`src/rtl/prog_counter_pkg.sv`:
```
// Shared encodings for the programmable counter: controller states,
// count direction and terminal behaviour.
package prog_counter_pkg;

    typedef enum logic [1:0] {
        ST_IDLE = 2'd0,
        ST_RUN  = 2'd1,
        ST_DONE = 2'd2
    } state_t;

    localparam logic MODE_WRAP    = 1'b0;
    localparam logic MODE_ONESHOT = 1'b1;
    localparam logic DIR_DOWN     = 1'b0;
    localparam logic DIR_UP       = 1'b1;

endpackage

```
`src/rtl/prog_counter_if.sv`:
```
// Control and status bundle between a sequencer (master) and the
// programmable counter (slave).
interface prog_counter_if #(
    parameter int WIDTH = 8
);
    logic             enable;
    logic             start;
    logic             stop;
    logic             load;
    logic [WIDTH-1:0] load_value;
    logic [WIDTH-1:0] limit;
    logic             dir;
    logic             mode;
    logic [WIDTH-1:0] count;
    logic             busy;
    logic             tc;
    logic             done;

    modport master (
        output enable, start, stop, load, load_value, limit, dir, mode,
        input  count, busy, tc, done
    );

    modport slave (
        input  enable, start, stop, load, load_value, limit, dir, mode,
        output count, busy, tc, done
    );
endinterface

```
`src/rtl/prog_counter.sv`:
```
// Programmable up/down counter with run/done handshake, clamped terminal
// value, wrap or one-shot operation, synchronous load and abort.
module prog_counter
    import prog_counter_pkg::*;
#(
    parameter int WIDTH     = 8,
    parameter int MAX_COUNT = 255
) (
    input logic           clk,
    input logic           reset,
    prog_counter_if.slave bus
);

    localparam logic [WIDTH-1:0] MAX_VAL = WIDTH'(MAX_COUNT);
    localparam logic [WIDTH-1:0] ONE     = WIDTH'(1);

    state_t           state_q, state_d;
    logic [WIDTH-1:0] count_q, count_d;
    logic [WIDTH-1:0] lim_q, lim_d;
    logic             dir_q, dir_d;
    logic             mode_q, mode_d;

    logic [WIDTH-1:0] limit_clamped;
    logic [WIDTH-1:0] term;
    logic [WIDTH-1:0] start_value;
    logic             at_term;

    function automatic logic [WIDTH-1:0] clamp(input logic [WIDTH-1:0] value,
                                               input logic [WIDTH-1:0] ceiling);
        return (value > ceiling) ? ceiling : value;
    endfunction

    assign limit_clamped = clamp(bus.limit, MAX_VAL);
    assign term          = (dir_q == DIR_UP) ? lim_q : '0;
    assign start_value   = (dir_q == DIR_UP) ? '0 : lim_q;
    assign at_term       = (count_q == term);

    always_ff @(posedge clk) begin
        if (reset) begin
            state_q <= ST_IDLE;
            count_q <= '0;
            lim_q   <= '0;
            dir_q   <= DIR_DOWN;
            mode_q  <= MODE_WRAP;
        end else begin
            state_q <= state_d;
            count_q <= count_d;
            lim_q   <= lim_d;
            dir_q   <= dir_d;
            mode_q  <= mode_d;
        end
    end

    // Branch order inside each state encodes the priority stop > load > start > enable.
    always_comb begin
        state_d = state_q;
        count_d = count_q;
        lim_d   = lim_q;
        dir_d   = dir_q;
        mode_d  = mode_q;

        case (state_q)
            ST_IDLE: begin
                if (bus.load) begin
                    count_d = clamp(bus.load_value, MAX_VAL);
                end else if (bus.start) begin
                    state_d = ST_RUN;
                    lim_d   = limit_clamped;
                    dir_d   = bus.dir;
                    mode_d  = bus.mode;
                    count_d = (bus.dir == DIR_UP) ? '0 : limit_clamped;
                end
            end

            ST_RUN: begin
                if (bus.stop) begin
                    state_d = ST_IDLE;
                end else if (bus.load) begin
                    count_d = clamp(bus.load_value, lim_q);
                end else if (bus.enable) begin
                    if (!at_term) begin
                        count_d = (dir_q == DIR_UP) ? count_q + ONE : count_q - ONE;
                    end else if (mode_q == MODE_ONESHOT) begin
                        state_d = ST_DONE;
                    end else begin
                        count_d = start_value;
                    end
                end
            end

            ST_DONE: begin
                state_d = ST_IDLE;
                if (bus.load) begin
                    count_d = clamp(bus.load_value, lim_q);
                end
            end

            default: begin
                state_d = ST_IDLE;
            end
        endcase
    end

    assign bus.count = count_q;
    assign bus.busy  = (state_q == ST_RUN);
    assign bus.tc    = (state_q == ST_RUN) && at_term;
    assign bus.done  = (state_q == ST_DONE);

endmodule
```
`src/flat_wrapper.sv`:
```
// flat-port wrapper written by rule: the top's interface ports become plain ports
module prog_counter_flat import prog_counter_pkg::*;
#(
    parameter int WIDTH     = 8,
    parameter int MAX_COUNT = 255
)
  (clk, reset, bus_enable, bus_start, bus_stop, bus_load, bus_load_value, bus_limit, bus_dir, bus_mode, bus_count, bus_busy, bus_tc, bus_done);
  prog_counter_if #(.WIDTH(WIDTH)) bus_i ();
  input logic clk;
  input logic reset;
  input wire logic [$bits(bus_i.enable)-1:0] bus_enable;
  input wire logic [$bits(bus_i.start)-1:0] bus_start;
  input wire logic [$bits(bus_i.stop)-1:0] bus_stop;
  input wire logic [$bits(bus_i.load)-1:0] bus_load;
  input wire logic [$bits(bus_i.load_value)-1:0] bus_load_value;
  input wire logic [$bits(bus_i.limit)-1:0] bus_limit;
  input wire logic [$bits(bus_i.dir)-1:0] bus_dir;
  input wire logic [$bits(bus_i.mode)-1:0] bus_mode;
  output wire logic [$bits(bus_i.count)-1:0] bus_count;
  output wire logic [$bits(bus_i.busy)-1:0] bus_busy;
  output wire logic [$bits(bus_i.tc)-1:0] bus_tc;
  output wire logic [$bits(bus_i.done)-1:0] bus_done;
  assign bus_i.enable = bus_enable;
  assign bus_i.start = bus_start;
  assign bus_i.stop = bus_stop;
  assign bus_i.load = bus_load;
  assign bus_i.load_value = bus_load_value;
  assign bus_i.limit = bus_limit;
  assign bus_i.dir = bus_dir;
  assign bus_i.mode = bus_mode;
  assign bus_count = bus_i.count;
  assign bus_busy = bus_i.busy;
  assign bus_tc = bus_i.tc;
  assign bus_done = bus_i.done;
  prog_counter #(.WIDTH(WIDTH), .MAX_COUNT(MAX_COUNT)) u_core (.clk(clk), .reset(reset), .bus(bus_i));
endmodule
```
`config.mk`:
```
export PLATFORM = sky130hd
export DESIGN_NAME = prog_counter_flat
export DESIGN_NICKNAME = d
export VERILOG_FILES = /design/src/rtl/prog_counter_pkg.sv /design/src/rtl/prog_counter_if.sv /design/src/rtl/prog_counter.sv /design/src/flat_wrapper.sv
export SDC_FILE = /design/constraint.sdc
export NUM_CORES = 1
export LEC_CHECK = 0
export CORE_MARGIN = 2
export CORE_UTILIZATION = 47
export CTS_BUF_LIST = sky130_fd_sc_hd__clkbuf_4 sky130_fd_sc_hd__clkbuf_8
export DETAILED_ROUTE_END_ITERATION = 10
export GPL_ROUTABILITY_DRIVEN = 0
export PLACE_DENSITY = 0.76
export RECOVER_POWER = 50
export SETUP_SLACK_MARGIN = 0.5
export SLEW_MARGIN = 20
export SYNTH_ARGS = -nofsm -noshare
export SYNTH_HDL_FRONTEND = slang
export SYNTH_SLANG_ARGS = --single-unit
```
`constraint.sdc`:
```
create_clock -name clk -period 2.25 [get_ports clk]
set_clock_uncertainty 0.1 [all_clocks]
set_input_delay 0.225 -clock clk [delete_from_list [all_inputs] [get_ports clk]]
set_output_delay 0.225 -clock clk [all_outputs]
set_load 0.05 [all_outputs]
```
==> key figures <==
Worst setup path
  – Worst Path Required: 2.31 ns
  – Critical path peak fanout: 12
  – Slowest cell on crit path: dfxtp_4
  – CP Cell Sequence: buf_12 -> inv_8 -> ha_1 -> o211ai_1 -> o21a_1 -> xor2_1 -> a21oi_1 -> a31oi_1 -> o221ai_1 -> a32o_1
  – Slowest stage delay, CP: ~0.43 ns
  – Critical path class: register to register
  – Cell family with most CP delay: compound AO/OA/AOI/OAI gates
  – CP Buf/Inv Count: 2
  – CP endpoint kind: register
  – CP arrival: roughly 2.3 ns
  – Worst Setup Start Kind: register
  – Worst-case reg-to-reg path depth: 10
  – Worst path depth: 10

Layout
  – Inserted Diodes: 0
  – Area Growth Syn to Fin: 53.31%
  – Commonest non-fill, non-tap cell in the layout: buf_4
  – Nets: 362
  – Share of post-route cells with drive strength above 1: 30.82%
  – Most frequent cells in the layout: buf_4 (40), nor2_1 (23), a21oi_1 (21)
  – Post-route insts no fill: 368

GRT
  – Largest net degree at the start of global routing: 22
  – First-pass GRT wire length: 10,210 µm
  – Initial antenna violation count: 0
  – Total global routing track utilization: between 20% and 30%
  – Vias in the first global route: 2,193
  – Total gr overflow: 0

Logic synthesis
  – Post-synth net total: 287
  – Netlist cell types: 51
  – EDFF count, synth: 0
  – Yosys warns: 0
  – Sequential element share of the synthesized area: 20.96%
  – Synthesized area: 1911 µm²
  – Synth Register Bits: 20
  – Avg Inst Size Synth: roughly 7.8 µm²
  – Post-synthesis async set-or-reset flop share: 0%
  – Top FF cell, synth: dfxtp_1
  – Mapped Cells: between 200 and 250

Clock tree
  – H-Tree Depth: 1
  – Clock Sinks: 20
  – Clock Pin Slew Worst Setup and Hold Paths: approximately 0.08 ns
  – CTS tree: yes
  – Root Buffer: clkbuf_8
  – Hold Buf Count CTS: 0
  – Maximum clock path buffer count: 2
  – Worst-skew pair later-pin latency: 0.26 ns
  – CTS Buf Count: 3

Placed design
  – PortBufs: 34
  – Inst Count DP: 351
  – HPWL after DPL: 4444 µm
  – DP Worst Slack: -0.3214 ns

Routing
  – ANT nets after route: 0
  – First DRT Iteration DRCs: 143
  – Vias per cell: 5.932
  – DR WL/cell: 17.13 µm
  – First drt pass iteration count: 4
  – Routed vias: 2,183
  – DRC Markers: 0
  – Drt total wl: 6305 µm

Timing
  – Max-slew violations: 0
  – Crit share post-route: 101.4%
  – Slew @ Worst Pin: about 0.6 ns
  – Rel. slew slack: 59.86%
  – Crit path time final: 2.282 ns
  – FMAX: approximately 440 MHz
  – Final TNS setup: -0.03219 ns
  – Final hold viol count: 0
  – Final setup violation count: 1
  – Post-route worst setup slack: -0.03219 ns
  – RSZ-0062 raised after global routing: yes

Die
  – Row Count: 23
  – Starting Density: 48.46%
  – Die ar.: ~4600 µm²
  – Die Width: 67.76 µm
  – Die Ht: approximately 68 µm
  – Core Footprint: 3943 µm²
  – I/O pin count: 35

Status
  – Outcome: complete, but fails checks
  – Failing checks: negative setup slack

Pwr
  – Peak supply drop: 356.8 µV
  – Leak: approximately 1.2 nW
  – Pwr dens: 505.7 nW/µm²
  – Seq pwr share: 28.9%
  – Clock network power share: 19.4%
  – Net Sw Power: 0.5776 mW
  – Comb power frac: 51.7%
  – Sw Ratio: roughly two fifths
  – P_int: 0.9036 mW

Job
  – Max-cap violations: 0

Hold path
  – Min-delay worst type: register to register
  – Min-Delay Path Depth: 2
worst reg2reg max path: stages, from the launching register on:
cell and delay [ns]:
dfxtp_4 0.43, buf_12 0.13, inv_8 0.04, ha_1 0.31, o211ai_1 0.10, o21a_1 0.23, xor2_1 0.15, a21oi_1 0.08
a31oi_1 0.20, o221ai_1 0.15, a32o_1 0.27
layer usage:
metal  global-route usage, %  share of wire (%)  vias up
met5                       0                  0        -
met4                   11.22                2.0        0
met3                   2.333                6.1       13
met2                   50.74                 50       81
met1                   38.72                 42     1028
li1                        -                  -     1061
cells by family after synthesis:
| logic type | synth area share [%] |
|---|---|
| XOR/XNOR | 2.750 |
| buffers and inverters | 7.334 |
| multiplexers | 5.763 |
| AO/OA/AOI/OAI | 32.55 |
| flip-flops | 20.96 |
| AND/OR/NAND/NOR | 17.81 |
| adder cells (fa/ha/maj) | 12.84 |
sequential cells by signal (all words and copies together), names as in the netlist:
name / cells
u_core.dir_q: 1
u_core.state_q: 2
u_core.bus.count: 8
u_core.mode_q: 1
u_core.lim_q: 8
power by group through the flow:
stage | Clock (mW) | Sequential (mW) | Combinational (mW)
after detailed placement | 0 | 0.438 | 0.657
after global routing | 0.299 | 0.433 | 0.822
after global placement | 0 | 0.437 | 0.644
after floorplan | 0 | 0.476 | 0.386
final | 0.287 | 0.428 | 0.766
after CTS | 0.282 | 0.428 | 0.742
synth_stat cells, drive strengths merged (2+ instances only):
cell type	instances	area (µm²)
a21o	3	22.52
nor2	24	92.59
a211oi	4	47.54
nand2	14	52.55
o311ai	6	52.55
xor2	4	35.03
nand4	3	18.77
a221o	2	20.02
nand2b	8	50.05
nor3	3	15.01
o221ai	3	26.28
and2	2	15.02
xnor2	2	17.52
buf	3	27.52
nand3	5	25.02
o2111ai	2	17.52
a2111oi	3	28.78
a21boi	2	15.01
o21a	2	15.01
o211ai	3	22.52
a31oi	4	25.02
dfxtp	20	400.4
a22oi	2	15.01
a32o	5	50.05
ha	18	225.2
mux2i	11	110.1
o21bai	2	15.01
clkbuf	7	26.28
a21oi	24	120.1
and3	3	18.77
o21ai	11	55.05
nor2b	4	25.02
o31a	2	17.52
inv	23	86.33
final timing paths:
check / start / endpoint / slack (ns)
min reg2reg: u_core.bus.count[1] / u_core.bus.count[1] / 0.43
max reg2reg: u_core.dir_q / u_core.bus.count[5] / -0.03
max: u_core.dir_q / u_core.bus.count[5] / -0.03
min: u_core.bus.count[1] / u_core.bus.count[1] / 0.43
layout make-up:
| class | count | area [µm²] |
|---|---|---|
| tap | 50 | 62.56 |
| inverter | 23 | 93.84 |
| sequential | 20 | 429.2 |
| timing repair buffer | 79 | 689.4 |
| multi-input combinational | 192 | 1599 |
| clock buffer | 4 | 55.05 |
| fill | 285 | 1013 |
through the flow:
step | utilization, % | hold WS, ns | area, µm² | power [mW]
CTS | 74.14 | 0.4224 | 2923 | 1.452
global placement | 65.66 | 0.3998 | 2589 | 1.080
detailed placement | 65.66 | 0.4026 | 2589 | 1.095
global route | 74.29 | 0.4530 | 2929 | 1.554
floorplan | - | 0.1896 | 1992 | 0.8622
finish | 74.29 | 0.4276 | 2929 | 1.481
repair_timing:
action | in CTS | in global routing
pin swaps | 11 | 2
buffers inserted | 9 | 2
gates resized for setup | 62 | 6
cloned | 2 | 0
endpoints found under the setup margin | 21 | 17
No activity file was read; power rests on OpenSTA's default activity.
